===== config.mk =====
export PLATFORM = sky130hd
export DESIGN_NAME = gf2n_power_seq
export DESIGN_NICKNAME = d
export VERILOG_FILES = /design/src/rtl/gf2n_pkg.sv /design/src/rtl/gf2n_mul.sv /design/src/rtl/gf2n_power_seq.sv
export SDC_FILE = /design/constraint.sdc
export NUM_CORES = 1
export LEC_CHECK = 0
export BUFFER_PORTS_ARGS = -buffer_cell sky130_fd_sc_hd__buf_2
export CORE_ASPECT_RATIO = 0.8
export CORE_MARGIN = 4
export CORE_UTILIZATION = 30
export DETAILED_ROUTE_END_ITERATION = 7
export GPL_ROUTABILITY_DRIVEN = 0
export PLACE_DENSITY = 0.53
export SYNTH_ARGS = -nofsm -noshare
export SYNTH_HDL_FRONTEND = slang
export SYNTH_HIERARCHICAL = 1
export SYNTH_SLANG_ARGS = --single-unit

===== constraint.sdc =====
create_clock -name clk -period 3.5 [get_ports clk]
set_input_delay 0.525 -clock clk [delete_from_list [all_inputs] [get_ports clk]]
set_output_delay 0.525 -clock clk [all_outputs]
set_load 0.005 [all_outputs]

===== src/rtl/gf2n_pkg.sv =====
// Shared FSM state encoding and default reduction polynomials for the
// GF(2^N) power engine.
package gf2n_pkg;

  typedef enum logic [1:0] {
    ST_IDLE = 2'd0,
    ST_RUN  = 2'd1,
    ST_DONE = 2'd2
  } state_e;

  // x^6+x+1 and the AES polynomial x^8+x^4+x^3+x+1
  localparam logic [6:0] POLY_N6 = 7'b1000011;
  localparam logic [8:0] POLY_N8 = 9'h11B;

endpackage


===== src/rtl/gf2n_mul.sv =====
// Combinational GF(2^N) multiplier: carry-less product reduced modulo POLY.
module gf2n_mul #(
  parameter int         N    = 6,
  parameter logic [N:0] POLY = 7'b1000011
) (
  input  logic [N-1:0] a,
  input  logic [N-1:0] b,
  output logic [N-1:0] c
);

  localparam logic [2*N-2:0] POLY_EXT = {{(N-2){1'b0}}, POLY};

  logic [2*N-2:0] a_ext;
  logic [2*N-2:0] prod;

  assign a_ext = {{(N-1){1'b0}}, a};

  if (POLY[N] != 1'b1) begin : g_poly_chk
    $error("gf2n_mul: POLY must have bit N set");
  end

  // Fold the high product bits back down from the top, one degree at a time.
  always_comb begin
    prod = '0;
    for (int i = 0; i < N; i++) begin
      if (b[i]) prod = prod ^ (a_ext << i);
    end
    for (int i = 2*N-2; i >= N; i--) begin
      if (prod[i]) prod = prod ^ (POLY_EXT << (i - N));
    end
    c = prod[N-1:0];
  end

endmodule


===== src/rtl/gf2n_power_seq.sv =====
// Constant-time y = x^e over GF(2^N) using left-to-right square-and-multiply,
// behind valid/ready handshakes on both sides.
//
//   state   | meaning
//   IDLE    | waiting for an operand, in_ready high
//   RUN     | EW square-and-multiply steps, one exponent bit per cycle
//   DONE    | result presented, held until out_ready
module gf2n_power_seq
  import gf2n_pkg::*;
#(
  parameter int         N    = 6,
  parameter logic [N:0] POLY = POLY_N6,
  parameter int         EW   = 6
) (
  input  logic          clk,
  input  logic          rst,
  input  logic          in_valid,
  output logic          in_ready,
  input  logic [N-1:0]  x,
  input  logic [EW-1:0] e,
  output logic          out_valid,
  input  logic          out_ready,
  output logic [N-1:0]  y,
  output logic          busy
);

  localparam int         CW    = (EW > 1) ? $clog2(EW) : 1;
  localparam logic [N-1:0] ONE = N'(1);

  state_e         state_q, state_d;
  logic [CW-1:0]  cnt_q, cnt_d;
  logic [N-1:0]   xr_q, xr_d;
  logic [EW-1:0]  er_q, er_d;
  logic [N-1:0]   acc_q, acc_d;
  logic [N-1:0]   y_q, y_d;
  logic           out_valid_q, out_valid_d;

  logic [N-1:0]   sq;
  logic [N-1:0]   mop;
  logic [N-1:0]   step;

  // Multiplier always runs; a zero exponent bit multiplies by one so every
  // step costs the same regardless of the exponent value.
  assign mop = er_q[cnt_q] ? xr_q : ONE;

  gf2n_mul #(.N(N), .POLY(POLY)) u_sqr (.a(acc_q), .b(acc_q), .c(sq));
  gf2n_mul #(.N(N), .POLY(POLY)) u_mul (.a(sq),    .b(mop),   .c(step));

  always_comb begin
    state_d     = state_q;
    cnt_d       = cnt_q;
    xr_d        = xr_q;
    er_d        = er_q;
    acc_d       = acc_q;
    y_d         = y_q;
    out_valid_d = out_valid_q;
    case (state_q)
      ST_IDLE: begin
        if (in_valid) begin
          xr_d    = x;
          er_d    = e;
          acc_d   = ONE;
          cnt_d   = CW'(EW-1);
          state_d = ST_RUN;
        end
      end
      ST_RUN: begin
        acc_d = step;
        if (cnt_q == '0) begin
          y_d         = step;
          out_valid_d = 1'b1;
          state_d     = ST_DONE;
        end else begin
          cnt_d = cnt_q - 1'b1;
        end
      end
      ST_DONE: begin
        if (out_ready) begin
          out_valid_d = 1'b0;
          state_d     = ST_IDLE;
        end
      end
      default: state_d = ST_IDLE;
    endcase
  end

  always_ff @(posedge clk) begin
    if (rst) begin
      state_q     <= ST_IDLE;
      cnt_q       <= '0;
      xr_q        <= '0;
      er_q        <= '0;
      acc_q       <= ONE;
      y_q         <= '0;
      out_valid_q <= 1'b0;
    end else begin
      state_q     <= state_d;
      cnt_q       <= cnt_d;
      xr_q        <= xr_d;
      er_q        <= er_d;
      acc_q       <= acc_d;
      y_q         <= y_d;
      out_valid_q <= out_valid_d;
    end
  end

  assign in_ready  = (state_q == ST_IDLE);
  assign busy      = (state_q != ST_IDLE);
  assign out_valid = out_valid_q;
  assign y         = y_q;

endmodule


* Word level (Yosys, flattened, before mapping) *
Index checks and enable logic that the tools add are counted.

storage, ports and cells
  register bits = 30
  input port bits = 16
  output and inout port bits = 9
  word-level logic and storage cells = 83

operators by class
  add/subtract/negate cells = 1
  $lt $le $gt $ge = 1
  eq/ne operators = 6
  multiplexer cells = 37
  bitwise logic cells = 20
  reduce and logical (&&, ||, !) cells = 11

operators with widths
  operator            number
  $mux 11             10
  $mux 6              6
  $xor 11x10->11      2
  $xor 11x11->11      2
  $xor 11x8->11       2
  $xor 11x9->11       2
  $not 2->2           10
  $mux 3              4
  $pmux 6 s2          1
  $xor 11x7->11       1
  $mux 2              5
  $mux 5              2
  $reduce_and 3->1    3
  $mux 4              2
  $ne 2x2->1 const B  4
  $xor 6x7->7         1
  $pmux 2 s3          1
  $pmux 3 s2          1
  $reduce_and 2->1    3
  $reduce_bool 2->1   3
  $lt 3x4->1 const B  1
  $bmux 1 s3          1
  $logic_not 3->1     1
  $mux 1              3
  other kinds (5)     5

* Longest topological paths before layout *
  word-level depth = 43
  gate-level depth with buffers = 12
  mapped depth without buffers = 10

* Modules after synthesis *
The synthesis kept the hierarchy.

modules (own cells, without submodules)
  module          times used  cells each  area each (um2)  sequential area each (um2)
  gf2n_power_seq  1           129         1258.7           600.6
  gf2n_mul        2           76          533.0            0.0

* Least setup slack after synthesis *
No wires, ideal clock.

  kind = reg2reg
  start = register acc_q[3]
  end = register acc_q[1]
  library setup time = 0.128 ns
  arrival = 2.825 ns
  slack = 0.547 ns
  cell stages (with the launch flop) = 11
  period minus slack after synthesis = 2.953 ns
  cells stage by stage = dfxtp_1 nand2_1 xnor3_1 xnor3_1 xnor2_1 nand2_1 xnor3_1 xnor2_1 xnor3_1 a22oi_1 nor2_1

between the ends
  elaborated cells between the ends (all ways) = 40

RTL lines
  item                                              line                            RTL
  from (decl)                                       gf2n_power_seq.sv:34            logic [N-1:0] acc_q, acc_d;
  from (signal assigned)                            gf2n_power_seq.sv:93            acc_q <= ONE;
  from (signal assigned)                            gf2n_power_seq.sv:101           acc_q <= acc_d;
  $mux 6                                            gf2n_mul.sv:26                  if (b[i]) prod = prod ^ (a_ext << i);
  $xor 11x7->11                                     gf2n_mul.sv:26
  $mux 11                                           gf2n_mul.sv:26
  $xor 11x8->11                                     gf2n_mul.sv:26
  $mux 11                                           gf2n_mul.sv:26
  $xor 11x9->11                                     gf2n_mul.sv:26
  $mux 11                                           gf2n_mul.sv:26
  $xor 11x10->11                                    gf2n_mul.sv:26
  [8 not listed]                                    n/a
  named net sq[3]                                   gf2n_power_seq.sv:38            logic [N-1:0] sq;
  [1 not listed]                                    n/a
  $mux 11                                           gf2n_mul.sv:26
  $xor 11x10->11 or $xor 11x11->11 (tied branches)  gf2n_mul.sv:26
  $mux 11 *                                         gf2n_mul.sv:26
  $xor 11x11->11 or $mux 3 (tied branches)          gf2n_mul.sv:26, gf2n_mul.sv:29
  $mux 11 *                                         gf2n_mul.sv:26
  $mux 2 *                                          gf2n_mul.sv:29                  if (prod[i]) prod = prod ^ (POLY_EXT << (i - N));
  named net step[1]                                 gf2n_power_seq.sv:40            logic [N-1:0] step;
  $pmux 6 s2 *                                      gf2n_power_seq.sv:57            case (state_q)

The timed path passes the listed nets; every way through them passes the cells marked *.
A chain may end at the register's enable or synchronous reset.

* Worst setup path in the final report *
  start = register acc_q[5]
  end = register acc_q[1]

between the ends
  word-level cells in the longest chain between the ends = 30
  elaborated cells between the ends (all ways) = 40

RTL lines
  item                                              line
  $xor 11x7->11 or $xor 11x8->11 (tied branches)    gf2n_mul.sv:26
  $mux 11                                           gf2n_mul.sv:26
  $xor 11x8->11 or $xor 11x9->11 (tied branches)    gf2n_mul.sv:26
  $mux 11                                           gf2n_mul.sv:26
  $xor 11x9->11 or $xor 11x10->11 (tied branches)   gf2n_mul.sv:26
  $mux 11                                           gf2n_mul.sv:26
  $xor 11x10->11 or $xor 11x11->11 (tied branches)  gf2n_mul.sv:26
  $mux 11                                           gf2n_mul.sv:26
  [3 not listed]                                    n/a
  named net sq[1]                                   gf2n_power_seq.sv:38
  [12 not listed]                                   n/a
  $mux 5                                            gf2n_mul.sv:29
  $mux 4                                            gf2n_mul.sv:29
  $not 2->2 (no line)                               n/a
  $mux 3                                            gf2n_mul.sv:29
  $not 2->2 (no line)                               n/a
  $mux 2 *                                          gf2n_mul.sv:29
  named net step[1]                                 gf2n_power_seq.sv:40
  $pmux 6 s2 *                                      gf2n_power_seq.sv:57

Marked as above.

==> summary.md <==
| Metric | Value |
|---|---|
| Status | `finished, final reports clean` |
| Inserted Clock Buffers | `5` |
| Final setup vio count | `0` |
| Pin count of the biggest net entering global routing | `32` |
| Syn_nets | `299` |
| Vias in the first global route | `1744` |
| Power Dens Cells | `377 nW/um^2` |
| RSZ-0062 raised after global routing | `false` |
| Hold crit path type | `in -> reg` |
| EDFF count, synth | `0` |
| Most common cell in the netlist | `nand2_1` |
| Crit-path max cell delay | `580 ps` |
| Slew @ Worst Pin | `798 ps` |
| Max Fanout on Critical Path | `9` |
| #FFs+latches synth | `30` |
| CTS tree | `done` |
| Syn Area/Cell | `8.27 um^2` |
| WL per Instance | `12.2 um` |
| CP Launch Point | `acc_q[5]$_SDFFE_PP0P_` |
| Initial DRC Count | `108` |
| Met3 Resource Use GR | `2.31%` |
| Grt ovf | `0` |
| WS Path Type | `reg -> reg` |
| Die area | `9230 um^2` |
| Share of the synthesized area in the top cell type | `25.8%` |
| WHS | `471 ps` |
| Top post-synthesis cells by area | `dfxtp_1 (26%), xnor2_1 (15%), nand2_1 (11%)` |
| Leak Pwr | `0.00109 uW` |
| DRC Markers | `0` |
| Mapped Cells | `281` |
| Max Clk Rate | `307 MHz` |
| HP Start | `e[4]` |
| Clock Tree Buf Depth | `2` |
| DRT Pass-1 Iters | `4` |
| Period minus WS final | `3260 ps` |
| Utilization after layout | `36.3%` |
| N_diodes | `0` |
| Worst slew margin | `46.4%` |
| Vias per inst | `4.43` |
| Initial antenna violation count | `0` |
| Worst Skew | `5.86 ps` |
| Initial cell density of the core | `31.2%` |
| Max-slew violation count | `0` |
| Final Net Count | `326` |
| Crit Reg-Reg Startpoint | `acc_q[5]$_SDFFE_PP0P_` |
| Met1 GRT Util | `16.6%` |
| PortBufs | `24` |
| Post-Syn Area | `2320 um^2` |
| Area Growth Syn to Fin | `16.6%` |
| Clock Latency Late Sink | `290 ps` |
| Top cell type by total area after synthesis | `dfxtp_1` |
| Via count | `1835` |
| Crit-path cells | `buf_4, nand2_2, xnor3_1, xnor2_1, xnor3_2, nand2_1, xnor2_1, xnor2_1, xnor3_1, a22oi_1, nor2_1` |
| CTS Sinks | `30` |
| Setup tns final | `0 ps` |
| Reg2Reg Depth | `11` |
| Tcrit/Tclk final | `93.2%` |
| CP max-delay cell | `xnor3_2` |
| Asr flop ratio synth | `0%` |
| Clock-pin transition on the worst setup and hold timing paths | `70 ps` |
| Stages on worst setup path | `11` |
| Detailed Place HPWL | `3670 um` |
| Layout cells sized above 1 | `17.2%` |
| Yosys cell types | `35` |
| Root buffer cell | `clkbuf_8` |
| Overall routing resource usage | `11.5%` |
| Most Crowded Layer GR | `met2` |
| CP delay by family, top | `XOR/XNOR gates` |
| Core Box Area | `7460 um^2` |
| VDD IR max | `0.219 mV` |
| Post-CTS Setup Repair Bufs | `0` |
| WP buf/inv | `1` |
| IO Pins | `25` |
| Commonest cells in the netlist | `nand2_1 (70), xnor2_1 (39), dfxtp_1 (30)` |
| # resized after CTS | `0` |
| Pwr Total | `1020 uW` |
| Sequential fraction of the synthesis area | `25.8%` |
| Critical path arrival | `3410 ps` |
| CP required | `3650 ps` |
| Max-Cap Viols | `0` |
| CP endpoint kind | `register` |
| Routed Antenna Nets | `0` |
| Worst hold path depth | `3` |
| Place WS | `225 ps` |
| Synth warn | `6` |
| Die Ht | `86.7 um` |
| Row Count | `28` |
| GR Util met2 | `17.5%` |
| H-tree depth | `2` |
| Final wirelength | `5040 um` |
| CTS Hold Buffers Added | `0` |
| Startpoint Class | `register` |
| Main synth FF type | `dfxtp_1` |
| Final hold violations | `0` |
| First-pass GRT wire length | `8530 um` |
| Die Span X | `106 um` |
| Final worst slack | `240 ps` |
| Cell mode on critical path | `xnor2_1` |
## kinds of logic after synthesis
family | after synthesis | synth area share (%)
AND/OR/NAND/NOR | 120 | 22.1
AO/OA/AOI/OAI | 24 | 7.32
XOR/XNOR | 59 | 28.1
adder cells (fa/ha/maj) | 2 | 1.08
buffers and inverters | 25 | 5.97
flip-flops | 30 | 25.8
multiplexers | 21 | 9.53
## path summary, 6_finish.rpt
kind,endpoint,slack [ps]
max,acc_q[1]$_SDFFE_PP0P_,240
min,er_q[4]$_SDFFE_PP0P_,470
max reg2reg,acc_q[1]$_SDFFE_PP0P_,240
min reg2reg,er_q[4]$_SDFFE_PP0P_,490
## registers in the layout, indices dropped and copies added, names as in the netlist
| signal | flops |
|---|---|
| state_q | 2 |
| xr_q | 6 |
| acc_q | 6 |
| out_valid | 1 |
| cnt_q | 3 |
| y | 6 |
| er_q | 6 |
## layer usage
metal | routed length, um | part of all wire [%]
met1 | 2700 | 54
met2 | 2120 | 42
met3 | 163 | 3.2
met4 | 52 | 1.0
met5 | 0 | 0
## stage by stage
stage / instances / cell area [um^2]
floorplan: 281 / 2320
global placement: 406 / 2560
detailed placement: 406 / 2560
CTS: 414 / 2710
global route: 414 / 2710
finish: 414 / 2710
## tightest hold or removal path, stage by stage
cell	delay, ps
buf_2	70
mux2i_1	50
nor2_1	70
## power breakdown
| group | switching (uW) | total [uW] | internal, uW |
|---|---|---|---|
| Sequential | 27.6 | 393 | 366 |
| Combinational | 95.0 | 185 | 89.9 |
| Clock | 140 | 443 | 304 |
## final cells by class
type | instances | area (um^2)
clock inverters | 2 | 60.1
clock buffers | 6 | 82.6
multi-input cells | 226 | 1590
flip-flops and latches | 30 | 602
repair buffers | 37 | 218
fillers | 800 | 4750
well taps | 105 | 131
inverters | 8 | 30.0
## layout by cell type, fill, tap and decap left out, types with 2 or more instances in the layout
master / count
inv_1: 8
nor3b_1: 2
nor2_1: 29
nand2_2: 2
mux2i_1: 18
o21a_1: 2
ha_1: 2
nand2_1: 70
buf_2: 24
xnor3_1: 9
xor2_1: 10
xnor2_1: 39
mux2_4: 2
nor2b_1: 9
bufinv_16: 2
a21oi_1: 2
nand2b_1: 3
o22ai_1: 4
o22a_1: 2
a22oi_1: 5
a31oi_1: 2
buf_4: 13
a211oi_1: 2
clkbuf_8: 6
dfxtp_1: 29
No activity file was read; power rests on OpenSTA's default activity.
